<file path="src/rtl/instr_fetch_unit_if.sv">
// Fetch-to-decode handshake bundle: head-of-queue {pc, instr} with valid/ready.
// master = fetch side (drives valid/pc/instr), slave = decode side (drives ready).
interface instr_fetch_unit_if;
    logic        out_valid;
    logic        out_ready;
    logic [31:0] out_instr;
    logic [31:0] out_pc;

    modport master (
        output out_valid,
        output out_instr,
        output out_pc,
        input  out_ready
    );

    modport slave (
        input  out_valid,
        input  out_instr,
        input  out_pc,
        output out_ready
    );
endinterface

</file>
<file path="src/rtl/instr_fetch_unit.sv">
// Fetch stage: owns the PC, addresses combinational imem, queues {pc, instr} to decode.
// Ports: clk, rst (async high), imem_addr/imem_instr, redirect_valid/redirect_pc, halt, out_if (master).
module instr_fetch_unit #(
    parameter logic [31:0] RESET_PC = 32'h0000_0000,
    parameter int          DEPTH    = 2
) (
    input  logic                      clk,
    input  logic                      rst,
    output logic [31:0]               imem_addr,
    input  logic [31:0]               imem_instr,
    input  logic                      redirect_valid,
    input  logic [31:0]               redirect_pc,
    input  logic                      halt,
    instr_fetch_unit_if.master        out_if
);

    localparam int PW = (DEPTH > 1) ? $clog2(DEPTH) : 1;
    localparam int CW = $clog2(DEPTH + 1);

    logic [31:0]   fetch_pc_q, fetch_pc_d;
    logic [PW-1:0] rd_ptr_q, rd_ptr_d;
    logic [PW-1:0] wr_ptr_q, wr_ptr_d;
    logic [CW-1:0] count_q, count_d;
    logic [31:0]   pc_mem_q    [DEPTH];
    logic [31:0]   instr_mem_q [DEPTH];

    logic pop;
    logic push;
    logic can_push;

    // Low target bits are discarded; this keeps them visibly consumed.
    logic unused_redirect_lsbs;
    assign unused_redirect_lsbs = ^redirect_pc[1:0];

    assign imem_addr        = fetch_pc_q;
    assign out_if.out_valid = (count_q != '0);
    assign out_if.out_pc    = pc_mem_q[rd_ptr_q];
    assign out_if.out_instr = instr_mem_q[rd_ptr_q];

    // A full queue can still accept when the head leaves in the same cycle.
    assign pop      = out_if.out_valid & out_if.out_ready & ~redirect_valid;
    assign can_push = (count_q < CW'(DEPTH)) | pop;
    assign push     = can_push & ~halt & ~redirect_valid;

    always_comb begin
        fetch_pc_d = fetch_pc_q;
        rd_ptr_d   = rd_ptr_q;
        wr_ptr_d   = wr_ptr_q;
        count_d    = count_q;
        if (redirect_valid) begin
            fetch_pc_d = {redirect_pc[31:2], 2'b00};
            rd_ptr_d   = '0;
            wr_ptr_d   = '0;
            count_d    = '0;
        end else begin
            if (push) begin
                fetch_pc_d = fetch_pc_q + 32'd4;
                wr_ptr_d   = wr_ptr_q + PW'(1);
            end
            if (pop) begin
                rd_ptr_d = rd_ptr_q + PW'(1);
            end
            unique case ({push, pop})
                2'b10:   count_d = count_q + CW'(1);
                2'b01:   count_d = count_q - CW'(1);
                default: count_d = count_q;
            endcase
        end
    end

    always_ff @(posedge clk or posedge rst) begin
        if (rst) begin
            fetch_pc_q <= RESET_PC;
            rd_ptr_q   <= '0;
            wr_ptr_q   <= '0;
            count_q    <= '0;
        end else begin
            fetch_pc_q <= fetch_pc_d;
            rd_ptr_q   <= rd_ptr_d;
            wr_ptr_q   <= wr_ptr_d;
            count_q    <= count_d;
        end
    end

    always_ff @(posedge clk or posedge rst) begin
        if (rst) begin
            for (int i = 0; i < DEPTH; i++) begin
                pc_mem_q[i]    <= '0;
                instr_mem_q[i] <= '0;
            end
        end else if (push) begin
            pc_mem_q[wr_ptr_q]    <= fetch_pc_q;
            instr_mem_q[wr_ptr_q] <= imem_instr;
        end
    end

endmodule

</file>
<file path="src/flat_wrapper.sv">
// flat-port wrapper written by rule: the top's interface ports become plain ports
module instr_fetch_unit_flat 
#(
    parameter logic [31:0] RESET_PC = 32'h0000_0000,
    parameter int          DEPTH    = 2
)
  (clk, rst, imem_addr, imem_instr, redirect_valid, redirect_pc, halt, out_if_out_valid, out_if_out_instr, out_if_out_pc, out_if_out_ready);
  instr_fetch_unit_if out_if_i ();
  input  logic clk;
  input  logic rst;
  output logic [31:0] imem_addr;
  input  logic [31:0] imem_instr;
  input  logic redirect_valid;
  input  logic [31:0] redirect_pc;
  input  logic halt;
  output wire logic [$bits(out_if_i.out_valid)-1:0] out_if_out_valid;
  output wire logic [$bits(out_if_i.out_instr)-1:0] out_if_out_instr;
  output wire logic [$bits(out_if_i.out_pc)-1:0] out_if_out_pc;
  input wire logic [$bits(out_if_i.out_ready)-1:0] out_if_out_ready;
  assign out_if_out_valid = out_if_i.out_valid;
  assign out_if_out_instr = out_if_i.out_instr;
  assign out_if_out_pc = out_if_i.out_pc;
  assign out_if_i.out_ready = out_if_out_ready;
  instr_fetch_unit #(.RESET_PC(RESET_PC), .DEPTH(DEPTH)) u_core (.clk(clk), .rst(rst), .imem_addr(imem_addr), .imem_instr(imem_instr), .redirect_valid(redirect_valid), .redirect_pc(redirect_pc), .halt(halt), .out_if(out_if_i));
endmodule
</file>
<file path="config.mk">
export PLATFORM = sky130hd
export DESIGN_NAME = instr_fetch_unit_flat
export DESIGN_NICKNAME = d
export VERILOG_FILES = /design/src/rtl/instr_fetch_unit_if.sv /design/src/rtl/instr_fetch_unit.sv /design/src/flat_wrapper.sv
export SDC_FILE = /design/constraint.sdc
export NUM_CORES = 1
export LEC_CHECK = 0
export CAP_MARGIN = 20
export CORE_AREA = 2 2 131 120
export CTS_CLUSTER_SIZE = 24
export DETAILED_ROUTE_END_ITERATION = 10
export DIE_AREA = 0 0 133 122
export PLACE_DENSITY = 0.79
export SLEW_MARGIN = 10
export SYNTH_ARGS = -nofsm -noshare
export SYNTH_HDL_FRONTEND = slang
export SYNTH_SLANG_ARGS = --single-unit
</file>
<file path="constraint.sdc">
create_clock -name clk -period 5.46 [get_ports clk]
set_input_delay 0.546 -clock clk [delete_from_list [all_inputs] [get_ports clk]]
set_output_delay 0.546 -clock clk [all_outputs]
set_load 0.01 [all_outputs]
</file>
Yosys cells after proc, flatten, opt, wreduce, memory -nomap -nowiden
Cells that the tools add are included.

word-level totals
  word-level logic and storage cells = 51
  input bits = 69
  flip-flop bits (word level) = 164
  output and inout bits = 97

operators by class
  multiplexer cells = 18
  equal/unequal tests = 2
  $add $sub $neg = 5
  magnitude comparators = 4
  reductions and logical operators = 5
  bitwise logic cells = 9

operator list
  cell                                                                           count
  32-bit two-way mux                                                             9
  64-bit bitwise mux                                                             2
  32-bit by 3-bit adder with 32-bit output (second input constant)               1
  32-bit demux with 1-bit select                                                 1
  2-bit nonzero test                                                             3
  1-bit AND                                                                      4
  2-bit >= comparator (second input constant)                                    2
  1-bit two-way mux                                                              4
  1-bit NOT with 2-bit output                                                    2
  2-bit case mux with 2 select lines                                             1
  3-bit nonzero test                                                             1
  1-bit adder (second input constant)                                            2
  2-bit by 1-bit adder with 2-bit output (second input constant)                 1
  2-bit by 1-bit == test with 1-bit output (second input constant)               1
  2-bit == test (second input constant)                                          1
  2-bit by 1-bit less-than comparator with 1-bit output (second input constant)  1
  2-bit less-than comparator (second input constant)                             1
  2-bit two-way mux                                                              1
  1-bit NOT                                                                      2
  2-bit by 1-bit subtractor with 2-bit output (second input constant)            1
  1-bit logical AND                                                              1
  1-bit OR                                                                       1

Logic depth before layout (Yosys ltp)
Gate-level depths: netlist of the first run.

  depth in word-level cells = 9
  depth in mapped cells = 8
  mapped depth without buffers = 6

Worst setup path after synthesis of the first run
No wires, ideal clock.

  path type = input to register
  start point = in redirect_valid
  end point = reg u_core.instr_mem_q[0] in the netlist's numbering
  setup slack = 3,466 ps
  setup time = 125 ps
  buffers on the path = 3
  arrival = 1,869 ps
  required time = 5,335 ps
  cell stages on the path = 7
  cell sequence = buf_2 nand2b_4 a21oi_4 and3_1 buf_4 buf_6 mux2_2

on the way
  cells in the longest elaborated chain, start to end = 5

RTL lines
  what                             RTL line                                        RTL
  from (decl)                      flat_wrapper.sv:13                              input logic redirect_valid;
  1-bit NOT *                      instr_fetch_unit.sv:41, instr_fetch_unit.sv:43
  1-bit AND                        instr_fetch_unit.sv:41                          assign pop = out_if.out_valid & out_if.out_ready & ~redirect_valid;
  1-bit OR                         instr_fetch_unit.sv:42                          assign can_push = (count_q < CW'(DEPTH)) | pop;
  1-bit AND                        instr_fetch_unit.sv:43                          assign push = can_push & ~halt & ~redirect_valid;
  1-bit AND *                      instr_fetch_unit.sv:43
  to (signal, indexed assignment)  instr_fetch_unit.sv:93                          instr_mem_q[wr_ptr_q] <= imem_instr;
  to (decl)                        instr_fetch_unit.sv:25                          logic [31:0] instr_mem_q [DEPTH];

Mark *: on every way between the ends. The rest lies on a longest branch, timed or not.
A chain may end at the register's enable or synchronous reset.

Worst setup path in the final report of the first run
  start point = reg u_core.rd_ptr_q
  end point = out out_if_out_instr[18]

on the way
  cells in the longest elaborated chain, start to end = 4

RTL lines
  what                                                    RTL line                RTL
  from (decl)                                             instr_fetch_unit.sv:21  logic [PW-1:0] rd_ptr_q, rd_ptr_d;
  from (signal assigned)                                  instr_fetch_unit.sv:79  rd_ptr_q <= rd_ptr_d;
  1-bit NOT with 2-bit output (implied by the code)       instr_fetch_unit.sv:38  assign out_if.out_instr = instr_mem_q[rd_ptr_q];
  32-bit two-way mux (implied by the code) (3 in series)  instr_fetch_unit.sv:38
  to (decl)                                               flat_wrapper.sv:17      output wire logic [$bits(out_if_i.out_instr)-1:0] out_if_out_instr;

Every way passes these cells. The select of a mux whose other input is x is not followed.

==> metrics.txt, run 1 <==
drt wl/cell=17.55 um; Setup Fix Bufs, Post-CTS=0; largest family of logic cells by synthesized area=multiplexers; Synth Area in Adders=0.1704%; ant diodes=0; Worst R2R Path Depth=5; layout cell share with drive strength beyond 1=31.31%; worst reg2reg endpoint=u_core.instr_mem_q[60]; Total Negative Setup Slacks=0 ps; RSZ-0062 raised after global routing=no; Hold Startpoint=u_core.pc_mem_q[55]; Reg2Reg Setup Slack=2780 ps; pin count of the biggest net entering global routing=107; Syn-to-layout area delta=30.52%; Most used DFF post-synth=dfrtp_1; all-layer global routing usage=20.61%; Hold Vio Cnt, Final=0; clock sink count=158; Clock Skews=7.994 ps; type of the most critical hold path=register to register; cts hold-fix bufs=0; NumNets Final=767; Least-Margin Pin Slew=1078 ps; asr flop ratio synth=100.0%; Die Area=16230 um^2; worst skew pair latency=420 ps; I/O pins=166; Required @ worst endpoint=4910 ps; mux contribution to synthesized area=28.82%; XOR/XNOR Fraction of Synth Area=3.579%; cell area after synthesis=7342 um^2; Site Rows=43; post-CTS sizing=0; Die Ht=122 um; DRT Pass-1 Iters=4; CTS max path bufs=2; WL final=15990 um; commonest non-fill, non-tap cell in the layout=mux2_2; Crit Path Class=register to primary output; Antenna Violating Nets Remaining=0; clock root buffer=clkbuf_16; fin crit period=3293 ps; Placed Instance Area=8976 um^2; Fmax achieved=303.7 MHz; setup ws final=2167 ps; grt ovf=0; Setup WS pre-CTS=1979 ps; EDFF count, synth=0; Final Non-Filler Cells=911; TritonCTS buffer count=17; core area=15010 um^2; Placed Cells=880; Worst-path clk slew=60 ps; hpwl dp=10330 um; status=completed; WP data arrival=2750 ps; Vias=4824; Setup crit end kind=primary output; Unique masters post-synth=38; Post-Syn Instances=550; Pwr Density=402.4 nW/um^2; Final Max Slew Viols=0; Hold Path Sink=u_core.pc_mem_q[55]; Max Cap Viol=0; flops & latches, synth=158; port bufs=159; htree depth=4; GPL Wtd Cong=0.7550; Rel. slew slack=28.00%; die width=133 um; Synth Area in Compound Gates=3.016%; Vias/cell=5.295; final instance area=9583 um^2; CTS tree=built; initial drt markers=206; startpoint type of the worst setup path=register; Total Power=0.003856 W; hold path cells=1; vias in the first global route=5048; final period utilization=60.31%; setup violators final=0; first-pass GRT wire length=26050 um; CP Max Fanout=36; Post-Synth Simple-Gate Area=6.902%; initial antenna violation count=0; VDD IR max=227.2 uV; DR DRC count=0; initial core utilization=48.91%; static leakage=3.952 nW; worst r2r src=u_core.count_q[1]; Filler cells=1086; synthesized area per cell=13.35 um^2; most frequent cells in the layout=mux2_2 (171), clkdlybuf4s50_1 (158), dfrtp_1 (157); register area share after synthesis=53.85%; Syn. warnings=0
==> synth_stat cells (all sizes together) (2+ instances only) <==
cell / number / area share [%]
or2: 2 / 0.17
a21oi: 3 / 0.36
and4: 2 / 0.24
nand2: 39 / 2.0
nor2: 8 / 0.51
xor2: 25 / 3.0
nand3: 14 / 1.1
o21ai: 30 / 2.0
xnor2: 5 / 0.60
a31oi: 2 / 0.17
and2: 2 / 0.19
a211oi: 2 / 0.44
nand4: 13 / 1.2
and3: 8 / 0.68
mux2: 187 / 29
or3: 2 / 0.17
dfrtp: 158 / 54
buf: 29 / 3.0
inv: 3 / 0.15
clkbuf: 9 / 0.46
==> final cells by class <==
cell class	instances	area [um^2]	area share, %
clock buffer	20	466.7	4.870
clock inverter	11	140.1	1.462
inverter	3	16.27	0.1697
multi-input combinational	354	3136	32.72
sequential	158	3955	41.27
tap	202	252.7	2.637
timing repair buffer	163	1617	16.87
==> state kept, by name (all words and copies together) (netlist names) <==
signal,cells
u_core.rd_ptr_q,1
u_core.pc_mem_q,60
u_core.wr_ptr_q,1
u_core.count_q,2
u_core.instr_mem_q,64
u_core.imem_addr,30
==> critical path, stage by stage (launching register included) <==
cell	delay [ps]
dfrtp_2	840
buf_4	570
mux2_2	400
clkdlybuf4s50_1	510
==> worst max path at each step <==
stage | startpoint | endpoint | slack, ps | cells past startpoint
final | u_core.rd_ptr_q | out_if_out_instr[18] | 2170 | 3
after global routing | u_core.rd_ptr_q | out_if_out_instr[18] | 2050 | 3
after CTS | u_core.rd_ptr_q | out_if_out_instr[18] | 2120 | 3
after detailed placement | redirect_valid | u_core.instr_mem_q[60] | 1980 | 7
after global placement | redirect_valid | u_core.instr_mem_q[54] | 2050 | 7
after floorplan | rst | u_core.count_q[0] | 650 | 1
==> power by group <==
| group | switching, W | internal (W) | total [W] | leakage, nW |
|---|---|---|---|---|
| logic | 0.000356 | 0.000643 | 0.00100 | 1.74 |
| registers | 0.000182 | 0.00147 | 0.00165 | 1.91 |
| clock network | 0.000454 | 0.000750 | 0.00120 | 0.301 |
| total | 0.000992 | 0.00286 | 0.00386 | 3.95 |
==> per-stage QoR <==
step / util, % / hold WS, ps
after detailed placement: 59.80 / 472.8
after CTS: 63.84 / 486.4
after global placement: 59.80 / 462.8
after floorplan: - / 454.1
after global routing: 63.84 / 504.1
final: 63.84 / 480.7
==> layer usage <==
metal	track usage, %	part of all wire (%)	vias to the layer above
li1	-	-	2227
met1	26.50	45	2453
met2	33.94	49	135
met3	6.242	5.7	9
met4	6.116	0.86	0
met5	0	0	-
==> cell families after synthesis <==
logic type	count (synthesis)
other	1
xor gates and xnor gates	30
muxes	188
and+or+nand+nor	94
DFF	158
buffers and inverters	41
AOI/OAI and AO/OA	37
adders and majority gates	1
Note: power is estimated with default switching activity, not from simulation.
==> inputs of run 2 (changes only) <==
CORE_AREA = 2 2 137 125   (was 2 2 131 120)
DIE_AREA = 0 0 139 127   (was 0 0 133 122)
PLACE_DENSITY = 0.76   (was 0.79)
clock period = 2.8 ns   (was 5.46 ns; I/O delays follow)
==> run 2 against run 1 <==
Against the previous run:
- clock skew is 3.6 ps higher
- worst setup slack got worse by 1900 ps
- routed wire length is 0.15% lower
==> metrics.txt, run 2 (synthesis gave the netlist of run 1 again) <==
hpwl dp=10620 um (+2.8%); Filler cells=1257 (+16%); Rel. slew slack=57.90% (+30 points); Worst-path clk slew=60 ps (about the same); first-pass GRT wire length=26080 um (about the same); I/O pins=166 (unchanged); status=completed; Total Negative Setup Slacks=0 ps (unchanged); post-CTS sizing=0 (unchanged); clock root buffer=clkbuf_16; initial antenna violation count=0 (unchanged); CP cell instances=buf_12 > mux2_2 > clkdlybuf4s50_1; Setup crit end kind=primary output; pin count of the biggest net entering global routing=99 (-7.5%); Max Cap Viol=0 (unchanged); Largest register FFs=64 (unchanged); Pwr Density=768.6 nW/um^2 (+91%); NumNets Final=774 (+0.91%); final period utilization=92.06%; VDD IR max=478.0 uV (+110%); port bufs=159 (unchanged); Reg2Reg Setup Slack=820 ps (-1960 ps); initial core utilization=45.67% (-3.2 points); Clock Skews=11.60 ps (+3.604 ps); slowest stage delay, CP=600 ps (-240 ps); TritonCTS buffer count=17 (unchanged); htree depth=4 (unchanged); Worst R2R Path Depth=5 (unchanged); CTS tree=built; WP data arrival=2300 ps (-450 ps); type of the most critical hold path=input port to async pin; core area=16080 um^2 (+7.1%); static leakage=3.984 nW (+0.79%); commonest non-fill, non-tap cell in the layout=mux2_2; CTS max path bufs=2 (unchanged); Setup Fix Bufs, Post-CTS=0 (unchanged); clock sink count=158 (unchanged); Syn-to-layout area delta=31.56%; Site Rows=44 (+2.3%); GPL Wtd Cong=0.7912 (+4.8%); Largest Register=u_core.instr_mem_q; all-layer global routing usage=18.74% (-1.9 points); grt ovf=0 (unchanged); worst skew pair latency=430 ps (about the same); Crit Path Class=register to primary output; WL final=15960 um (-0.15%); most frequent cells in the layout=mux2_2 (171), clkdlybuf4s50_1 (158), dfrtp_1 (157); Die Area=17650 um^2 (+8.8%); cts hold-fix bufs=0 (unchanged); Least-Margin Pin Slew=631.5 ps (-446.5 ps); Required @ worst endpoint=2520 ps (-2390 ps); setup violators final=0 (unchanged); drt wl/cell=17.27 um (-1.6%); fin crit period=2578 ps; Antenna Violating Nets Remaining=0 (unchanged); startpoint type of the worst setup path=register; Vias=4753 (-1.5%); Vias/cell=5.144 (-2.9%); CP Max Fanout=50 (+39%); vias in the first global route=5035 (-0.26%); ant diodes=0 (unchanged); Final Non-Filler Cells=924 (+1.4%); initial drt markers=207 (+0.49%); DR DRC count=0 (unchanged); DRT Pass-1 Iters=4 (unchanged); Crit-path slowest cell=dfrtp_2; Placed Cells=892 (+1.4%); Hold Vio Cnt, Final=0 (unchanged); Final Max Slew Viols=0 (unchanged); worst r2r src=u_core.imem_addr[5]; Die Ht=127 um (+4.1%); Fmax achieved=387.9 MHz; RSZ-0062 raised after global routing=no; die width=139 um (+4.5%); CP Launch Point=u_core.rd_ptr_q; layout cell share with drive strength beyond 1=31.80% (+0.49 points)
-- run 2: metrics by stage --
step           hold WS, ps  total power (W)  setup slack (ps)  cell area [um^2]  utilization (%)
6_report             154.8         0.007424             222.3              9659            60.09
5_1_grt              158.9         0.007830             118.6              9659            60.09
4_1_cts              144.5         0.007522             182.8              9659            60.09
3_5_place_dp         473.0         0.005243             430.7              9084            56.51
3_3_place_gp         463.6         0.005142             482.5              9084            56.51
2_1_floorplan        396.8         0.004288             519.1              7357                -
-- run 2: layout make-up --
cell class / instances / area, um^2 / area share, %
Clock buffer: 21 / 460.4 / 4.767
Multi-Input combinational cell: 354 / 3136 / 32.46
Sequential cell: 158 / 3955 / 40.95
Tap cell: 207 / 259.0 / 2.681
Inverter: 3 / 15.01 / 0.1554
Clock inverter: 11 / 115.1 / 1.192
Timing Repair Buffer: 170 / 1719 / 17.80
-- run 2: where the power goes --
part	internal [W]	switching, W	leakage, nW	total (W)
Sequential	0.00287	0.000341	1.91	0.00321
Combinational	0.00127	0.000706	1.79	0.00197
Clock	0.00135	0.000888	0.287	0.00224
-- run 2: path summary, 6_finish.rpt --
path | end
min in group clk | u_core.imem_addr[28]
max in group asynchronous | u_core.imem_addr[9]
max reg2reg | u_core.imem_addr[28]
min | u_core.instr_mem_q[9]
max | out_if_out_pc[10]
min reg2reg | u_core.instr_mem_q[49]
-- run 2: metal layers --
metal / GRT usage (%) / part of all wire, % / vias up
met1: 24.62 / 45 / 2379
met4: 4.040 / 0.78 / 0
met3: 7.946 / 7.1 / 12
li1: - / - / 2242
met5: 0 / 0 / -
met2: 29.30 / 47 / 120
-- run 2: critical path: cells and delay by family, from the launching register on --
| kind | cells | cell delay [ps] |
|---|---|---|
| buf+inv | 2 | 840 |
| flops | 1 | 600 |
| mux | 1 | 380 |
==> inputs of run 3 (changes only) <==
SETUP_SLACK_MARGIN = 0.02   (was not set)
==> results of run 3 <==
Final layout, timing and power as in run 2 (identical DEF).
